<file path="config.mk">
export PLATFORM = sky130hd
export DESIGN_NAME = data_receiver_fsm
export DESIGN_NICKNAME = d
export VERILOG_FILES = /design/src/rtl/data_receiver_fsm_pkg.sv /design/src/rtl/data_receiver_fsm_link_watchdog.sv /design/src/rtl/data_receiver_fsm.sv
export SDC_FILE = /design/constraint.sdc
export NUM_CORES = 1
export LEC_CHECK = 0
export ABC_AREA = 1
export CORE_UTILIZATION = 62
export CTS_CLUSTER_SIZE = 10
export DETAILED_ROUTE_END_ITERATION = 10
export GPL_TIMING_DRIVEN = 0
export PLACE_DENSITY = 0.94
export SYNTH_ARGS = -nofsm -noshare
export SYNTH_HDL_FRONTEND = slang
export SYNTH_HIERARCHICAL = 1
export SYNTH_SLANG_ARGS = --single-unit
export TNS_END_PERCENT = 30
</file>
<file path="constraint.sdc">
create_clock -name clk -period 5.3 [get_ports clk]
set_input_delay 0.53 -clock clk [delete_from_list [all_inputs] [get_ports clk]]
set_output_delay 0.53 -clock clk [all_outputs]
set_load 0.03 [all_outputs]
</file>
<file path="src/rtl/data_receiver_fsm_pkg.sv">
// Shared types and constants for the data receiver control FSM.
//   data_receiver_states_t : IDLE / LISTEN / ACK state encoding
//   LINK_TIMEOUT_CYCLES    : default watchdog limit (cycles without a good frame)
package data_receiver_fsm_pkg;

  typedef enum logic [1:0] {
    IDLE   = 2'd0,
    LISTEN = 2'd1,
    ACK    = 2'd2
  } data_receiver_states_t;

  localparam int LINK_TIMEOUT_CYCLES = 1_000_000;

endpackage

</file>
<file path="src/rtl/data_receiver_fsm_link_watchdog.sv">
// link_watchdog: saturating cycle counter that flags a dead link.
//   clk, rst_l : clock, async active-low reset
//   clear      : zero the counter (priority over en)
//   en         : count this cycle (saturates at LINK_TIMEOUT)
//   expired    : counter has reached LINK_TIMEOUT (registered-state decode)
module link_watchdog #(
  parameter int LINK_TIMEOUT = 16
) (
  input  logic clk,
  input  logic rst_l,
  input  logic clear,
  input  logic en,
  output logic expired
);

  localparam int CW = $clog2(LINK_TIMEOUT + 1);
  localparam logic [CW-1:0] LIMIT = CW'(LINK_TIMEOUT);

  logic [CW-1:0] cnt_q;

  always_ff @(posedge clk or negedge rst_l) begin
    if (!rst_l)                      cnt_q <= '0;
    else if (clear)                  cnt_q <= '0;
    else if (en && cnt_q != LIMIT)   cnt_q <= cnt_q + 1'b1;
  end

  assign expired = (cnt_q == LIMIT);

endmodule

</file>
<file path="src/rtl/data_receiver_fsm.sv">
// data_receiver_fsm: far-end control FSM for the serial data receivers.
// Accepts frames, drops corrupted ones (counting them), filters duplicates
// with an alternating sequence bit, pulses data_update for new payloads and
// kicks the ACK sender. A watchdog raises link_lost when no good frame has
// arrived for LINK_TIMEOUT cycles outside IDLE.
// Optional feature macro: DATA_RECV_SEQ_CHECK_EN (duplicate filtering). When
// undefined, every good frame pulses data_update.
// Ports:
//   clk, rst_l          : clock, async active-low reset
//   game_active         : game in progress; low forces IDLE
//   recv_done/err/seq   : frame finished / frame check failed / frame seq bit
//   ack_done            : ACK sender finished
//   recv_en             : enable serial receivers (LISTEN)
//   data_update         : 1-cycle pulse, latch remote payload
//   ack_start, ack_seq  : 1-cycle ACK launch pulse and the seq bit it carries
//   link_lost           : watchdog expired
//   err_cnt             : saturating bad-frame count
module data_receiver_fsm
  import data_receiver_fsm_pkg::*;
#(
  parameter int LINK_TIMEOUT = LINK_TIMEOUT_CYCLES,
  parameter int ERR_CNT_W    = 8
) (
  input  logic                 clk,
  input  logic                 rst_l,
  input  logic                 game_active,
  input  logic                 recv_done,
  input  logic                 recv_err,
  input  logic                 recv_seq,
  input  logic                 ack_done,
  output logic                 recv_en,
  output logic                 data_update,
  output logic                 ack_start,
  output logic                 ack_seq,
  output logic                 link_lost,
  output logic [ERR_CNT_W-1:0] err_cnt
);

  data_receiver_states_t state_q, state_d;
  logic                  ack_seq_q, ack_seq_d;
  logic                  ack_start_q, ack_start_d;
  logic                  data_update_q, data_update_d;
  logic [ERR_CNT_W-1:0]  err_cnt_q, err_cnt_d;
  logic                  good_frame;
`ifdef DATA_RECV_SEQ_CHECK_EN
  logic                  exp_seq_q, exp_seq_d;
`endif

  always_ff @(posedge clk or negedge rst_l) begin
    if (!rst_l) begin
      state_q       <= IDLE;
      ack_seq_q     <= 1'b0;
      ack_start_q   <= 1'b0;
      data_update_q <= 1'b0;
      err_cnt_q     <= '0;
`ifdef DATA_RECV_SEQ_CHECK_EN
      exp_seq_q     <= 1'b0;
`endif
    end else begin
      state_q       <= state_d;
      ack_seq_q     <= ack_seq_d;
      ack_start_q   <= ack_start_d;
      data_update_q <= data_update_d;
      err_cnt_q     <= err_cnt_d;
`ifdef DATA_RECV_SEQ_CHECK_EN
      exp_seq_q     <= exp_seq_d;
`endif
    end
  end

  always_comb begin
    state_d       = state_q;
    ack_seq_d     = ack_seq_q;
    ack_start_d   = 1'b0;
    data_update_d = 1'b0;
    err_cnt_d     = err_cnt_q;
    good_frame    = 1'b0;
`ifdef DATA_RECV_SEQ_CHECK_EN
    exp_seq_d     = exp_seq_q;
    if (state_q == IDLE) exp_seq_d = 1'b0;
`endif
    if (!game_active) begin
      // Any frame arriving alongside game end is discarded; ack_seq is kept.
      state_d = IDLE;
    end else begin
      case (state_q)
        IDLE:   state_d = LISTEN;
        LISTEN: begin
          if (recv_done) begin
            if (recv_err) begin
              // No ACK: the remote sender times out and resends.
              if (err_cnt_q != '1) err_cnt_d = err_cnt_q + 1'b1;
            end else begin
              good_frame  = 1'b1;
              ack_seq_d   = recv_seq;
              ack_start_d = 1'b1;
              state_d     = ACK;
`ifdef DATA_RECV_SEQ_CHECK_EN
              // Mismatch means our previous ACK was lost: re-ACK, no update.
              if (recv_seq == exp_seq_q) begin
                data_update_d = 1'b1;
                exp_seq_d     = ~exp_seq_q;
              end
`else
              data_update_d = 1'b1;
`endif
            end
          end
        end
        ACK:     if (ack_done) state_d = LISTEN;
        default: state_d = IDLE;
      endcase
    end
  end

  // Clearing on !game_active as well makes link_lost read 0 in the first IDLE cycle.
  link_watchdog #(.LINK_TIMEOUT(LINK_TIMEOUT)) u_wdog (
    .clk     (clk),
    .rst_l   (rst_l),
    .clear   (!game_active || state_q == IDLE || good_frame),
    .en      (state_q == LISTEN || state_q == ACK),
    .expired (link_lost)
  );

  assign recv_en     = (state_q == LISTEN);
  assign ack_start   = ack_start_q;
  assign data_update = data_update_q;
  assign ack_seq     = ack_seq_q;
  assign err_cnt     = err_cnt_q;

endmodule

</file>
==> qor.tcl <==
set qor(final_common_cell) {sky130_fd_sc_hd__nand2_1}
set qor(chipHeight_microns) 61.31
set qor(routabilityCongestion) 0.9841
set qor(synth-seq-cells) 32
set qor(max_freq_mhz) 367.3
set qor(vdd_drop_max_mv) 0.3504
set qor(detailedPlacementHpwl_microns) 3491
set qor(worst-slew-pin-transition_ps) 682.6
set qor(xor_xnor_share_of_the_synthesized_area) 0.05221
set qor(synthesis.area_sq_um) 2181
set qor(worstSetupEndpointType) {output port}
set qor(antenna_violating_nets_post_route) 0
set qor(finalSetupTns_ps) 0
set qor(syn_to_final_growth_pct) 14.63
set qor(synth_fa_ha_area_frac) 0.04590
set qor(cts.hold.buffers_added) 0
set qor(timing.critical_path.fanout_max) 5
set qor(grtUsageMet2) 0.4783
set qor(cts-root-buf) {sky130_fd_sc_hd__clkbuf_4}
set qor(core-area_sq_um) 3363
set qor(grt.total_usage) 0.2747
set qor(post-route-util) 0.7433
set qor(cts_buffers) 5
set qor(cp_data_required_time_ps) 4770
set qor(insertedDiodeCount) 0
set qor(met3_resource_use_gr) 0.05672
set qor(num_vias) 2013
set qor(p_switching_w) 0.0003023
set qor(finClkSkew_ps) 14.36
set qor(drt_first_iter_violations) 93
set qor(netlist-cell-type-count) 29
set qor(synth_flop_cell) {sky130_fd_sc_hd__dfrtp_1}
set qor(status) {finished clean}
set qor(die_area_sq_um) 3759
set qor(dr.pass1.iters) 4
set qor(cts_htree_levels) 2
set qor(yosysWarningCount) 6
set qor(clock_latency_on_the_worst_skew_pair_ps) 340
set qor(syn-num-nets) 322
set qor(timing.final.crit_share) 0.5137
set qor(area_of_the_multi_input_gates_sq_um) 1219
set qor(gr-total-overflow) 0
set qor(layout-drive-gt1-share) 0.1138
set qor(synth_compound_gate_area_share) 0.03328
set qor(wl_microns) 4621
set qor(unrepaired_setup_endpoints_after_global_routing) {false}
set qor(filler_cell_count) 272
set qor(clock_sinks) 32
set qor(antenna_found_initial) 0
set qor(layout.nets) 348
set qor(initial_core_util) 0.6484
set qor(power.share.switching) 0.3942
set qor(pwr-share-seq) 0.383
set qor(top_usage_layer) {met2}
set qor(p_int_w) 0.0004644
set qor(grt_pass1_wl_microns) 7438
set qor(clkPwrFrac) 0.242
set qor(tritoncts) {built}
set qor(postCtsSetupRepairBufs) 0
set qor(final-setup-viol-count) 0
set qor(synth_top_family_by_area) {simple AND/OR/NAND/NOR gates}
set qor(timing.slew.headroom) 0.5449
set qor(rows) 21
set qor(critPathArrivalTime_ps) 2190
set qor(seq_area_frac_synth) 0.3672
set qor(cts.repair.resized) 0
set qor(die_x_extent_microns) 61.31
set qor(yosysTopAreaCell) {sky130_fd_sc_hd__dfrtp_1}
set qor(max_cap_viol_count) 0
set qor(numPortBuffers) 19
set qor(ios) 20
set qor(numPlacedInstances) 372
set qor(route.detailed.vias_per_inst) 5.297
set qor(path_clk_slew_ps) 110
set qor(synth_top_area_frac) 0.3672
set qor(post_synth.cell_area_avg_sq_um) 7.104
set qor(final.min_clock_period_ps) 2723
set qor(netlist_instances) 307
set qor(seq_area_sq_um) 800.8
set qor(grt_pass1_vias) 1778
set qor(layout_common_cells) {sky130_fd_sc_hd__nand2_1, sky130_fd_sc_hd__nor2_1, sky130_fd_sc_hd__dfrtp_1, sky130_fd_sc_hd__nand3_1, sky130_fd_sc_hd__inv_1}
set qor(grt_use_met1) 0.3225
set qor(finalMaxSlewViolations) 0
set qor(power_density_nw_per_um2) 306.7
set qor(cts_max_path_buffers) 2
set qor(hold_path_class) {primary input to async pin}
set qor(simple_gate_share_of_the_synthesized_area) 0.4274
set qor(drt-wirelength-per-cell_microns) 12.16
set qor(share_comb_of_total_power) 0.375
set qor(async_flop_share) 1.000
set qor(synth-edff-count) 0
set qor(startpoint_type) {flop}
set qor(final-hold-violation-count) 0
set qor(netlist_top_cells_area) {sky130_fd_sc_hd__dfrtp_1, sky130_fd_sc_hd__nand2_1, sky130_fd_sc_hd__nor2_1}
set qor(grt_start_max_net_pins) 33
set qor(leakagePower_nw) 1.235
set qor(hold_ws_ps) 214.7
set qor(layoutNonFillerInstCount) 380
set qor(post-route-drc-count) 0
set qor(muxShareOfSynthArea) 0
set qor(timing_worst_setup_path_type) {flop to output port}
==> cells in the mapped netlist (3+ instances only) <==
master	count
sky130_fd_sc_hd__nand3_1	28
sky130_fd_sc_hd__nand2_4	4
sky130_fd_sc_hd__dfrtp_1	32
sky130_fd_sc_hd__xor2_1	12
sky130_fd_sc_hd__nor2_1	45
sky130_fd_sc_hd__ha_1	8
sky130_fd_sc_hd__nand2_2	5
sky130_fd_sc_hd__nand2_1	102
sky130_fd_sc_hd__nor2_2	3
sky130_fd_sc_hd__inv_1	27
sky130_fd_sc_hd__o21ai_2	6
sky130_fd_sc_hd__nand4_1	11
==> path summary, 6_finish.rpt <==
check                           startpoint          endpoint  slack (ps)  cells after the start
max                        u_wdog/cnt_q[4]         link_lost        2580                      5
min                                  rst_l        state_q[0]         210                      1
max reg2reg                     state_q[1]  u_wdog/cnt_q[10]        3140                      9
min reg2reg                        ack_seq           ack_seq         510                      2
max in group asynchronous            rst_l  u_wdog/cnt_q[12]        4630                      1
min in group clk                   ack_seq           ack_seq         510                      2
==> worst max-delay path, cell delays in order, from the launching register on <==
cell	delay, ps
sky130_fd_sc_hd__dfrtp_1	440
sky130_fd_sc_hd__or2_1	250
sky130_fd_sc_hd__nor2_2	140
sky130_fd_sc_hd__nand3_1	90
sky130_fd_sc_hd__nor3_1	220
sky130_fd_sc_hd__clkdlybuf4s50_1	720
==> power by group through the flow <==
stage                     clock network (W)  registers, W  logic, W
after floorplan                           0      0.000323  0.000162
after global placement                    0      0.000296  0.000274
after detailed placement                  0      0.000298  0.000285
after CTS                          0.000189      0.000293  0.000286
after global routing               0.000198      0.000297  0.000311
final                              0.000186      0.000293  0.000288
==> metal layers <==
layer	vias to the layer above	wire (microns)
met1	916	1994
li1	1010	-
met5	-	0
met4	0	130
met2	73	2221
met3	14	275
==> kinds of logic (layout without fill, tap and decap cells) <==
group,Yosys count,count (layout)
AO/OA/AOI/OAI,10,10
adder cells (fa/ha/maj),8,8
buffers and inverters,38,65
AND/OR/NAND/NOR,206,206
XOR/XNOR,13,13
flip-flops,32,32
==> through the flow <==
stage | worst slack (ps) | power [W] | cell area, sq um
6_report | 2577 | 0.0007667 | 2500
5_1_grt | 2428 | 0.0008061 | 2500
4_1_cts | 2565 | 0.0007685 | 2500
3_5_place_dp | 2594 | 0.0005826 | 2424
3_3_place_gp | 2656 | 0.0005699 | 2429
2_1_floorplan | 3297 | 0.0004850 | 2181
==> area by class of cell <==
type | instances | share of cell area
multi-input cells | 237 | 0.4875
flip-flops and latches | 32 | 0.3203
repair buffers | 19 | 0.07407
clock buffers | 6 | 0.01652
plain buffers | 7 | 0.01752
well taps | 46 | 0.02302
clock inverters | 2 | 0.01401
inverters | 31 | 0.04705
==> registers in the layout (all words and copies together), names as in the netlist <==
signal,flops
state_q,2
ack_seq,1
u_wdog/cnt_q,20
err_cnt,8
data_update,1
No activity file was read; power rests on OpenSTA's default activity.
